===== src/rtl/bram_stream_reader_pkg.sv =====
// Shared constants and state encoding for the BRAM stream reader and the
// 32x4 block RAM it reads from.
package bram_stream_reader_pkg;

  localparam int BRAM_DEPTH  = 32;
  localparam int BRAM_ADDR_W = $clog2(BRAM_DEPTH);
  localparam int BRAM_DATA_W = 4;
  localparam int BRAM_LEN_W  = BRAM_ADDR_W + 1;

  typedef enum logic [1:0] {
    ST_IDLE  = 2'd0,
    ST_RUN   = 2'd1,
    ST_DRAIN = 2'd2
  } state_t;

endpackage


===== src/rtl/bram_stream_reader_if.sv =====
// BRAM read port plus the outgoing valid/ready word stream of the reader.
interface bram_stream_reader_if
  import bram_stream_reader_pkg::*;
#(
  parameter int ADDR_W = BRAM_ADDR_W,
  parameter int DATA_W = BRAM_DATA_W
);
  logic [ADDR_W-1:0] mem_addr;
  logic              mem_we;
  logic [DATA_W-1:0] mem_r_data;
  logic              out_valid;
  logic [DATA_W-1:0] out_data;
  logic              out_last;
  logic              out_ready;

  modport master (
    output mem_addr, mem_we, out_valid, out_data, out_last,
    input  mem_r_data, out_ready
  );

  modport slave (
    input  mem_addr, mem_we, out_valid, out_data, out_last,
    output mem_r_data, out_ready
  );
endinterface


===== src/rtl/bram_stream_reader_fifo.sv =====
// Two-entry FIFO of {last, data} that absorbs BRAM read latency and
// downstream backpressure; the producer must never push when full.
module stream_skid_fifo2 #(
  parameter int DATA_W = 4
) (
  input  logic              clk,
  input  logic              rst_n,
  input  logic              push,
  input  logic [DATA_W-1:0] push_data,
  input  logic              push_last,
  input  logic              pop,
  output logic [DATA_W-1:0] head_data,
  output logic              head_last,
  output logic [1:0]        count
);
  logic [DATA_W-1:0] data_q [2];
  logic              last_q [2];
  logic              wr_ptr_q;
  logic              rd_ptr_q;
  logic [1:0]        count_q;

  always_ff @(posedge clk or negedge rst_n) begin
    if (!rst_n) begin
      wr_ptr_q <= 1'b0;
      rd_ptr_q <= 1'b0;
      count_q  <= 2'd0;
    end else begin
      if (push) wr_ptr_q <= ~wr_ptr_q;
      if (pop)  rd_ptr_q <= ~rd_ptr_q;
      case ({push, pop})
        2'b10:   count_q <= count_q + 2'd1;
        2'b01:   count_q <= count_q - 2'd1;
        default: count_q <= count_q;
      endcase
    end
  end

  // Storage is data only; emptiness is tracked by count_q, so no reset here.
  always_ff @(posedge clk) begin
    if (push) begin
      data_q[wr_ptr_q] <= push_data;
      last_q[wr_ptr_q] <= push_last;
    end
  end

  assign count     = count_q;
  assign head_data = (count_q != 2'd0) ? data_q[rd_ptr_q] : '0;
  assign head_last = (count_q != 2'd0) && last_q[rd_ptr_q];
endmodule


===== src/rtl/bram_stream_reader.sv =====
// Walks a contiguous BRAM address range on a start command and streams the
// words out on a valid/ready interface with no loss or duplication.
module bram_stream_reader
  import bram_stream_reader_pkg::*;
#(
  parameter int ADDR_W = BRAM_ADDR_W,
  parameter int DATA_W = BRAM_DATA_W,
  parameter int LEN_W  = BRAM_LEN_W
) (
  input  logic                 clk,
  input  logic                 rst_n,
  input  logic                 start,
  input  logic [ADDR_W-1:0]    base_addr,
  input  logic [LEN_W-1:0]     length,
  output logic                 busy,
  output logic                 done,
  bram_stream_reader_if.master bus
);
  localparam logic [ADDR_W-1:0] ADDR_ONE = 1;
  localparam logic [LEN_W-1:0]  LEN_ONE  = 1;

  state_t            state_q, state_d;
  logic [ADDR_W-1:0] addr_q;
  logic [LEN_W-1:0]  remain_q;
  logic              rd_vld_p1;
  logic              rd_last_p1;
  logic              done_q;
  logic [1:0]        fifo_count;
  logic [DATA_W-1:0] fifo_data;
  logic              fifo_last;
  logic [2:0]        credit_use;
  logic              pop;
  logic              issue;
  logic              accept;
  logic              accept_empty;
  logic              final_issue;

  assign pop          = bus.out_valid && bus.out_ready;
  // A pop in this cycle frees its slot before the new read's data lands.
  assign credit_use   = {1'b0, fifo_count} + {2'b00, rd_vld_p1} - {2'b00, pop};
  assign issue        = (state_q == ST_RUN) && (credit_use < 3'd2);
  assign final_issue  = issue && (remain_q == LEN_ONE);
  assign accept       = (state_q == ST_IDLE) && start && (length != '0);
  assign accept_empty = (state_q == ST_IDLE) && start && (length == '0);

  always_comb begin
    state_d = state_q;
    case (state_q)
      ST_IDLE:  if (accept) state_d = ST_RUN;
      ST_RUN:   if (final_issue) state_d = ST_DRAIN;
      ST_DRAIN: if (pop && bus.out_last) state_d = ST_IDLE;
      default:  state_d = ST_IDLE;
    endcase
  end

  // p0: read issue / address and length bookkeeping
  always_ff @(posedge clk or negedge rst_n) begin
    if (!rst_n) begin
      state_q    <= ST_IDLE;
      addr_q     <= '0;
      remain_q   <= '0;
      rd_vld_p1  <= 1'b0;
      rd_last_p1 <= 1'b0;
      done_q     <= 1'b0;
    end else begin
      state_q <= state_d;
      if (accept) begin
        addr_q   <= base_addr;
        remain_q <= length;
      end else if (issue) begin
        addr_q   <= addr_q + ADDR_ONE;
        remain_q <= remain_q - LEN_ONE;
      end
      rd_vld_p1  <= issue;
      rd_last_p1 <= final_issue;
      done_q     <= accept_empty || ((state_q == ST_DRAIN) && pop && bus.out_last);
    end
  end

  // p1: BRAM data returns and is captured into the buffer
  stream_skid_fifo2 #(
    .DATA_W (DATA_W)
  ) u_fifo (
    .clk       (clk),
    .rst_n     (rst_n),
    .push      (rd_vld_p1),
    .push_data (bus.mem_r_data),
    .push_last (rd_last_p1),
    .pop       (pop),
    .head_data (fifo_data),
    .head_last (fifo_last),
    .count     (fifo_count)
  );

  assign bus.mem_addr  = addr_q;
  assign bus.mem_we    = 1'b0;
  assign bus.out_valid = (fifo_count != 2'd0);
  assign bus.out_data  = fifo_data;
  assign bus.out_last  = fifo_last;
  assign busy          = (state_q != ST_IDLE);
  assign done          = done_q;
endmodule


===== src/flat_wrapper.sv =====
// flat-port wrapper written by rule: the top's interface ports become plain ports
module bram_stream_reader_flat import bram_stream_reader_pkg::*;
#(
  parameter int ADDR_W = BRAM_ADDR_W,
  parameter int DATA_W = BRAM_DATA_W,
  parameter int LEN_W  = BRAM_LEN_W
)
  (clk, rst_n, start, base_addr, length, busy, done, bus_mem_addr, bus_mem_we, bus_out_valid, bus_out_data, bus_out_last, bus_mem_r_data, bus_out_ready);
  bram_stream_reader_if #(.ADDR_W(ADDR_W), .DATA_W(DATA_W)) bus_i ();
  input  logic clk;
  input  logic rst_n;
  input  logic start;
  input  logic [ADDR_W-1:0] base_addr;
  input  logic [LEN_W-1:0] length;
  output logic busy;
  output logic done;
  output wire logic [$bits(bus_i.mem_addr)-1:0] bus_mem_addr;
  output wire logic [$bits(bus_i.mem_we)-1:0] bus_mem_we;
  output wire logic [$bits(bus_i.out_valid)-1:0] bus_out_valid;
  output wire logic [$bits(bus_i.out_data)-1:0] bus_out_data;
  output wire logic [$bits(bus_i.out_last)-1:0] bus_out_last;
  input wire logic [$bits(bus_i.mem_r_data)-1:0] bus_mem_r_data;
  input wire logic [$bits(bus_i.out_ready)-1:0] bus_out_ready;
  assign bus_mem_addr = bus_i.mem_addr;
  assign bus_mem_we = bus_i.mem_we;
  assign bus_out_valid = bus_i.out_valid;
  assign bus_out_data = bus_i.out_data;
  assign bus_out_last = bus_i.out_last;
  assign bus_i.mem_r_data = bus_mem_r_data;
  assign bus_i.out_ready = bus_out_ready;
  bram_stream_reader #(.ADDR_W(ADDR_W), .DATA_W(DATA_W), .LEN_W(LEN_W)) u_core (.clk(clk), .rst_n(rst_n), .start(start), .base_addr(base_addr), .length(length), .busy(busy), .done(done), .bus(bus_i));
endmodule

===== config.mk =====
export PLATFORM = sky130hd
export DESIGN_NAME = bram_stream_reader_flat
export DESIGN_NICKNAME = d
export VERILOG_FILES = /design/src/rtl/bram_stream_reader_pkg.sv /design/src/rtl/bram_stream_reader_if.sv /design/src/rtl/bram_stream_reader_fifo.sv /design/src/rtl/bram_stream_reader.sv /design/src/flat_wrapper.sv
export SDC_FILE = /design/constraint.sdc
export NUM_CORES = 1
export LEC_CHECK = 0
export CORE_MARGIN = 5
export CORE_UTILIZATION = 40
export DETAILED_ROUTE_END_ITERATION = 10
export GPL_TIMING_DRIVEN = 0
export HOLD_SLACK_MARGIN = 0.12
export PLACE_DENSITY = 0.66
export SYNTH_ARGS = -nofsm -noshare
export SYNTH_HDL_FRONTEND = slang
export SYNTH_SLANG_ARGS = --single-unit

===== constraint.sdc =====
create_clock -name clk -period 3.6 [get_ports clk]
set_clock_uncertainty 0.15 [all_clocks]
set_input_delay 0.72 -clock clk [delete_from_list [all_inputs] [get_ports clk]]
set_output_delay 0.72 -clock clk [all_outputs]
set_load 0.01 [all_outputs]

Yosys cells after proc, flatten, opt, wreduce, memory -nomap -nowiden
Memory sizes are Yosys's and may differ from the RTL's.
Cells that the tools add are included.

cells by class
  add/subtract/negate cells = 6
  magnitude comparators = 1
  equality and inequality tests = 8
  mux-type cells = 12
  bitwise logic cells = 2
  reduce and logical (&&, ||, !) cells = 19

operators with widths
  cell                                                    count
  two-way mux 6 bit                                       2
  logical AND 1 bit                                       10
  two-way mux 5 bit                                       2
  nonzero test 2 bit                                      4
  equality test 6 x 1 -> 1 bit (second input constant)    1
  zero test 6 bit                                         1
  two-way mux 2 bit                                       3
  inequality test 2 x 1 -> 1 bit (second input constant)  3
  case mux 2 bit (3 select lines)                         1
  nonzero test 6 bit                                      1
  subtractor 6 x 1 -> 6 bit (second input constant)       1
  adder 5 x 1 -> 5 bit (second input constant)            1
  equality test 2 x 1 -> 1 bit (second input constant)    2
  equality test 2 bit (second input constant)             2
  two-way mux 4 bit                                       1
  case mux 2 bit (2 select lines)                         1
  adder 2 x 1 -> 3 bit                                    1
  < comparator 3 x 2 -> 1 bit (second input constant)     1
  AND reduction 3 bit                                     1
  subtractor 3 x 1 -> 3 bit                               1
  adder 2 x 1 -> 2 bit (second input constant)            1
  zero test 2 bit                                         1
  two-way mux 1 bit                                       2
  inverter 1 bit                                          2
  other kinds (2)                                         2

storage, ports and cells
  flip-flop bits (word level) = 20
  RAM bits = 10
  input bits = 19
  output and inout port bits = 14
  logic and storage cells = 59
  memories kept = 2

memory list
  name                  depth  bits a word  read ports  clocked after memory_dff  write ports  RTL line                       text
  u_core.u_fifo.data_q  2      4            1           0                         1            bram_stream_reader_fifo.sv:16  logic [DATA_W-1:0] data_q [2];
  u_core.u_fifo.last_q  2      1            1           0                         1            bram_stream_reader_fifo.sv:17  logic last_q [2];

Logic depth before layout (Yosys ltp)
  depth in word-level cells = 8
  gate-level depth with buffers = 10

Cells and area by module
Synthesis repeated with hierarchy kept, for this count alone.

second synthesis, totals
  cells, all modules = 128
  area total of the unflattened synthesis = 1471.4 um2

by module, submodules not included
  module              instances  cells an instance  area an instance (um2)  sequential area each (um2)
  bram_stream_reader  1          92                 919.6                   400.4
  stream_skid_fifo2   1          36                 551.8                   400.4

Worst setup path after synthesis
Ideal clock, no wire load.

  path type = flip-flop to flip-flop
  start point = reg u_core.u_fifo.count_q[1], in the netlist u_core.u_fifo.count[1]
  end point = reg u_core.remain_q[1]
  setup time = 126 ps
  arrival time = 2342 ps
  data required time = 3324 ps
  path slack = 982 ps
  stages on the path, launching flop included = 11
  buffers on the path = 0
  clock period less this slack = 2618 ps
  cell sequence = dfrtp_1 -> nor2_1 -> inv_1 -> nand2_1 -> nor2_1 -> fa_1 -> xnor2_2 -> nand3_2 -> inv_2 -> nor2_4 -> a221o_1

on the way
  cells in the longest elaborated chain, start to end = 6

ends and longest elaborated chain
  element                       RTL line                       text
  start: declaration            bram_stream_reader_fifo.sv:20  logic [1:0] count_q;
  start signal: assignment      bram_stream_reader_fifo.sv:31  2'b10: count_q <= count_q + 2'd1;
  start signal: assignment      bram_stream_reader_fifo.sv:32  2'b01: count_q <= count_q - 2'd1;
  start signal: assignment      bram_stream_reader_fifo.sv:33  default: count_q <= count_q;
  nonzero test 2 bit            bram_stream_reader.sv:97       assign bus.out_valid = (fifo_count != 2'd0);
  via bus_out_valid             flat_wrapper.sv:19             output wire logic [$bits(bus_i.out_valid)-1:0] bus_out_valid;
  logical AND 1 bit             bram_stream_reader.sv:38       assign pop = bus.out_valid && bus.out_ready;
  subtractor 3 x 1 -> 3 bit     bram_stream_reader.sv:40       assign credit_use = {1'b0, fifo_count} + {2'b00, rd_vld_p1} - {2'b00, pop};
  < comparator 3 x 2 -> 1 bit   bram_stream_reader.sv:41       assign issue = (state_q == ST_RUN) && (credit_use < 3'd2);
  logical AND 1 bit             bram_stream_reader.sv:41
  via u_core.issue              bram_stream_reader.sv:33       logic issue;
  nonzero test 2 bit (no line)  -
  end signal: assignment        bram_stream_reader.sv:69       remain_q <= length;
  end signal: assignment        bram_stream_reader.sv:72       remain_q <= remain_q - LEN_ONE;
  end: declaration              bram_stream_reader.sv:24       logic [LEN_W-1:0] remain_q;

The timed path passes the listed nets, and every way through them passes these cells.
A chain may end at the register's enable or synchronous reset.

Worst setup path in the final report
  start point = in bus_out_ready
  end point = reg u_core.addr_q[2], in the netlist u_core.bus.mem_addr[2]

on the way
  cells in the longest elaborated chain, start to end = 5

ends and longest elaborated chain
  element                       RTL line                  text
  start: declaration            flat_wrapper.sv:23        input wire logic [$bits(bus_i.out_ready)-1:0] bus_out_ready;
  logical AND 1 bit             bram_stream_reader.sv:38
  subtractor 3 x 1 -> 3 bit     bram_stream_reader.sv:40
  < comparator 3 x 2 -> 1 bit   bram_stream_reader.sv:41
  logical AND 1 bit             bram_stream_reader.sv:41
  via u_core.issue              bram_stream_reader.sv:33
  nonzero test 2 bit (no line)  -
  end signal: assignment        bram_stream_reader.sv:68  addr_q <= base_addr;
  end signal: assignment        bram_stream_reader.sv:71  addr_q <= addr_q + ADDR_ONE;
  end: declaration              bram_stream_reader.sv:23  logic [ADDR_W-1:0] addr_q;

The timed path passes the listed nets, and every way through them passes these cells.

==> run_results.csv <==
group,metric,value,unit
status,status,"completed",
sta,fin_crit_sh,84.0,%
global_route,grt_pass1_vias,1118,
cells_and_area,seqCellArea,801,um^2
sta,setup_violations,0,
placement,dp_cells,209,
detailed_routing,via_per_inst,5.10,
placement,dpl.hpwl,2250,um
sta,fin_crit,3020,ps
sta,relSlewSlack,38.5,%
power,pwr-share-clk,17.7,%
logic_synthesis,ys_top_cells_by_area,"dfrtp_1, edfxtp_1, a221o_1, nor2_1, mux2i_1",
placement,io_buffers,31,
sta,setup_tns,0,ps
detailed_routing,ant_nets,0,
power,finalPower,1.88,mW
cts,numCtsBuffers,5,
cells_and_area,nets,191,
critical_path,path_class,"in2reg",
cts,post_cts_buffers,0,
logic_synthesis,syn_inst,130,
power,p_sw_share,38.2,%
sta,fmax,331,MHz
global_route,grt-ovfl-total,0,
sta,tightest_slew,920,ps
global_route,grt_util_all_layers,13.0,%
cells_and_area,multiInputGateArea,653,um^2
logic_synthesis,yosysUniqueCellTypes,40,
critical_path,cp_max_fo,9,
die,io_pins,33,
die,dieArea,5070,um^2
logic_synthesis,synth.cell_area,1500,um^2
die,chipHeight,71.2,um
global_route,antenna_found_initial,0,
cells_and_area,nFillCells,348,
cts,cts_buffer_depth,2,
cts,cts_tree,"done",
critical_path,max_stage_delay,590,ps
die,start_util,41.3,%
cts,ctsResizeCount,0,
logic_synthesis,synth_nets,153,
placement,place.gp.congestion,0.770,
power,p_switching,718,uW
cells_and_area,layout_common_cells,"clkdlybuf4s50_1, dfrtp_1, nor2_1",
sta,hold_viol_final,0,
cells_and_area,instances_no_fill,217,
detailed_routing,drc,0,
critical_path,crit_slowest_cell,"clkdlybuf4s50_1",
power,p_per_area,951,nW/um^2
logic_synthesis,synth-warning-count,0,
power,ir_worst_vdd,0.487,mV
cts,cts_hold_buf,0,
logic_synthesis,yosysSeqAreaShare,53.4,%
sta,rsz0062_at_grt,"false",
critical_path,path_depth,9,
critical_path,cp.arrival,3040,ps
logic_synthesis,synth_area_per_cell,11.5,um^2
die,core,3630,um^2
worst_hold_path,hp-class,"reg2reg",
cells_and_area,area_growth,32.0,%
logic_synthesis,synth_top_area_share,33.4,%
detailed_routing,dr.pass1.iters,4,
detailed_routing,wl_per_cell,13.9,um
cells_and_area,drive_gt1_share,10.7,%
cts,htreeDepth,2,
worst_hold_path,hold_depth,0,
detailed_routing,totalWireLength,3010,um
cts,clk_latency,280,ps
power,seqPwrFrac,32.8,%
global_route,grt_max_degree,21,
power,pwr-share-comb,49.5,%
critical_path,crit_family,"buffers and inverters",
critical_path,crit_chain,"clkdlybuf4s50_1 -> xor2_1 -> nand2_1 -> fa_1 -> xnor2_2 -> nand3_2 -> inv_2 -> nor2_4 -> a221o_1",
cells_and_area,mostFrequentLayoutCell,"clkdlybuf4s50_1",
critical_path,critPathCaptureType,"register",
cts,clock-sinks,30,
die,die_x,71.2,um
global_route,grt_first_pass_wirelength,5120,um
power,p_leak,0.811,nW
cts,clkTransAtPathRegs,60,ps
critical_path,timing.critical_path.buf_inv,2,
die,num_rows,22,
sta,slew_violations,0,
power,p_int,1.16,mW
detailed_routing,via_count,1107,
detailed_routing,drtIter0Drc,56,
logic_synthesis,synth_top_area_cell,"dfrtp_1",
critical_path,crit_required,3610,ps
cells_and_area,num_antenna_cells,0,
run,drv_cap,0,
logic_synthesis,ys_seq_elements,30,
cts,clock-root-buffer,"clkbuf_8",
critical_path,reg2reg_depth,10,
critical_path,cp-start-kind,"input pin",
==> power by group through the flow <==
stage | clock (mW) | combinational, mW | sequential [mW]
floorplan | 0 | 0.630 | 0.609
global placement | 0 | 0.915 | 0.617
detailed placement | 0 | 0.941 | 0.623
CTS | 0.340 | 0.948 | 0.619
global route | 0.359 | 1.04 | 0.635
finish | 0.332 | 0.932 | 0.618
==> synthesized netlist by cell type (all sizes together) <==
cell / instances
nand2: 6
o21bai: 2
or2: 2
o31ai: 1
inv: 8
a21o: 1
xnor2: 4
o21ai: 4
xor2: 5
clkbuf: 2
edfxtp: 10
a21boi: 1
conb: 1
a221oi: 1
and2b: 1
fa: 1
a22o: 1
nor4: 1
and2: 1
nand4: 3
nor3b: 3
mux2i: 5
buf: 1
nor3: 1
a21oi: 4
and4b: 1
nand3: 6
nand2b: 3
a211oi: 1
dfrtp: 20
ha: 3
nor4b: 1
nor2b: 2
a221o: 7
nor2: 16
==> logic make-up after synthesis <==
kind of cell / Yosys count / share of synthesized area, %
XOR/XNOR: 9 / 5.76
AND/OR/NAND/NOR: 47 / 18.1
buffers and inverters: 11 / 3.01
multiplexers: 5 / 3.34
flip-flops: 30 / 53.4
adder cells (fa/ha/maj): 4 / 3.84
other: 1 / 0.250
AO/OA/AOI/OAI: 23 / 12.3
==> flip-flops by register name (all words and copies together), names as in the netlist <==
| name | cells |
|---|---|
| u_core.u_fifo.rd_ptr_q | 1 |
| u_core.u_fifo.wr_ptr_q | 1 |
| u_core.u_fifo.count | 2 |
| u_core.remain_q | 6 |
| u_core.rd_vld_p1 | 1 |
| u_core.u_fifo.data_q | 8 |
| u_core.done | 1 |
| u_core.state_q | 2 |
| u_core.u_fifo.last_q | 2 |
| u_core.rd_last_p1 | 1 |
| u_core.bus.mem_addr | 5 |
==> area by class of cell <==
class | count | share of cell area (%)
flip-flops and latches | 30 | 40.5
repair buffers | 31 | 15.7
well taps | 48 | 3.04
plain buffers | 3 | 0.759
multi-input cells | 89 | 33.0
clock inverters | 3 | 2.02
clock buffers | 5 | 3.48
inverters | 8 | 1.52
==> routing by layer <==
metal	GRT usage (%)	part of all wire (%)
met1	15.3	43
met2	21.3	49
met3	5.19	5.7
met4	5.01	1.7
met5	0	0
==> final timing paths <==
check | slack, ps | to | startpoint
setup / recovery | 580 | u_core.bus.mem_addr[2] | bus_out_ready
hold reg to reg | 300 | u_core.u_fifo.last_q[0] | u_core.rd_last_p1
max in group asynchronous | 1930 | u_core.state_q[1] | rst_n
setup reg to reg | 630 | u_core.bus.mem_addr[2] | u_core.u_fifo.count[1]
hold / removal | 300 | u_core.u_fifo.last_q[0] | u_core.rd_last_p1
min in group asynchronous | 800 | u_core.remain_q[0] | rst_n
==> through the flow <==
step / instance area [um^2] / worst slack, ps / util (%) / hold slack (ps)
finish: 1980 / 576 / 54.4 / 302
global route: 1980 / 408 / 54.4 / 317
CTS: 1980 / 550 / 54.4 / 311
detailed placement: 1870 / 254 / 51.4 / 296
global placement: 1870 / 348 / 51.4 / 274
floorplan: 1500 / 982 / - / 270
Power figures use the tool's default switching activity.
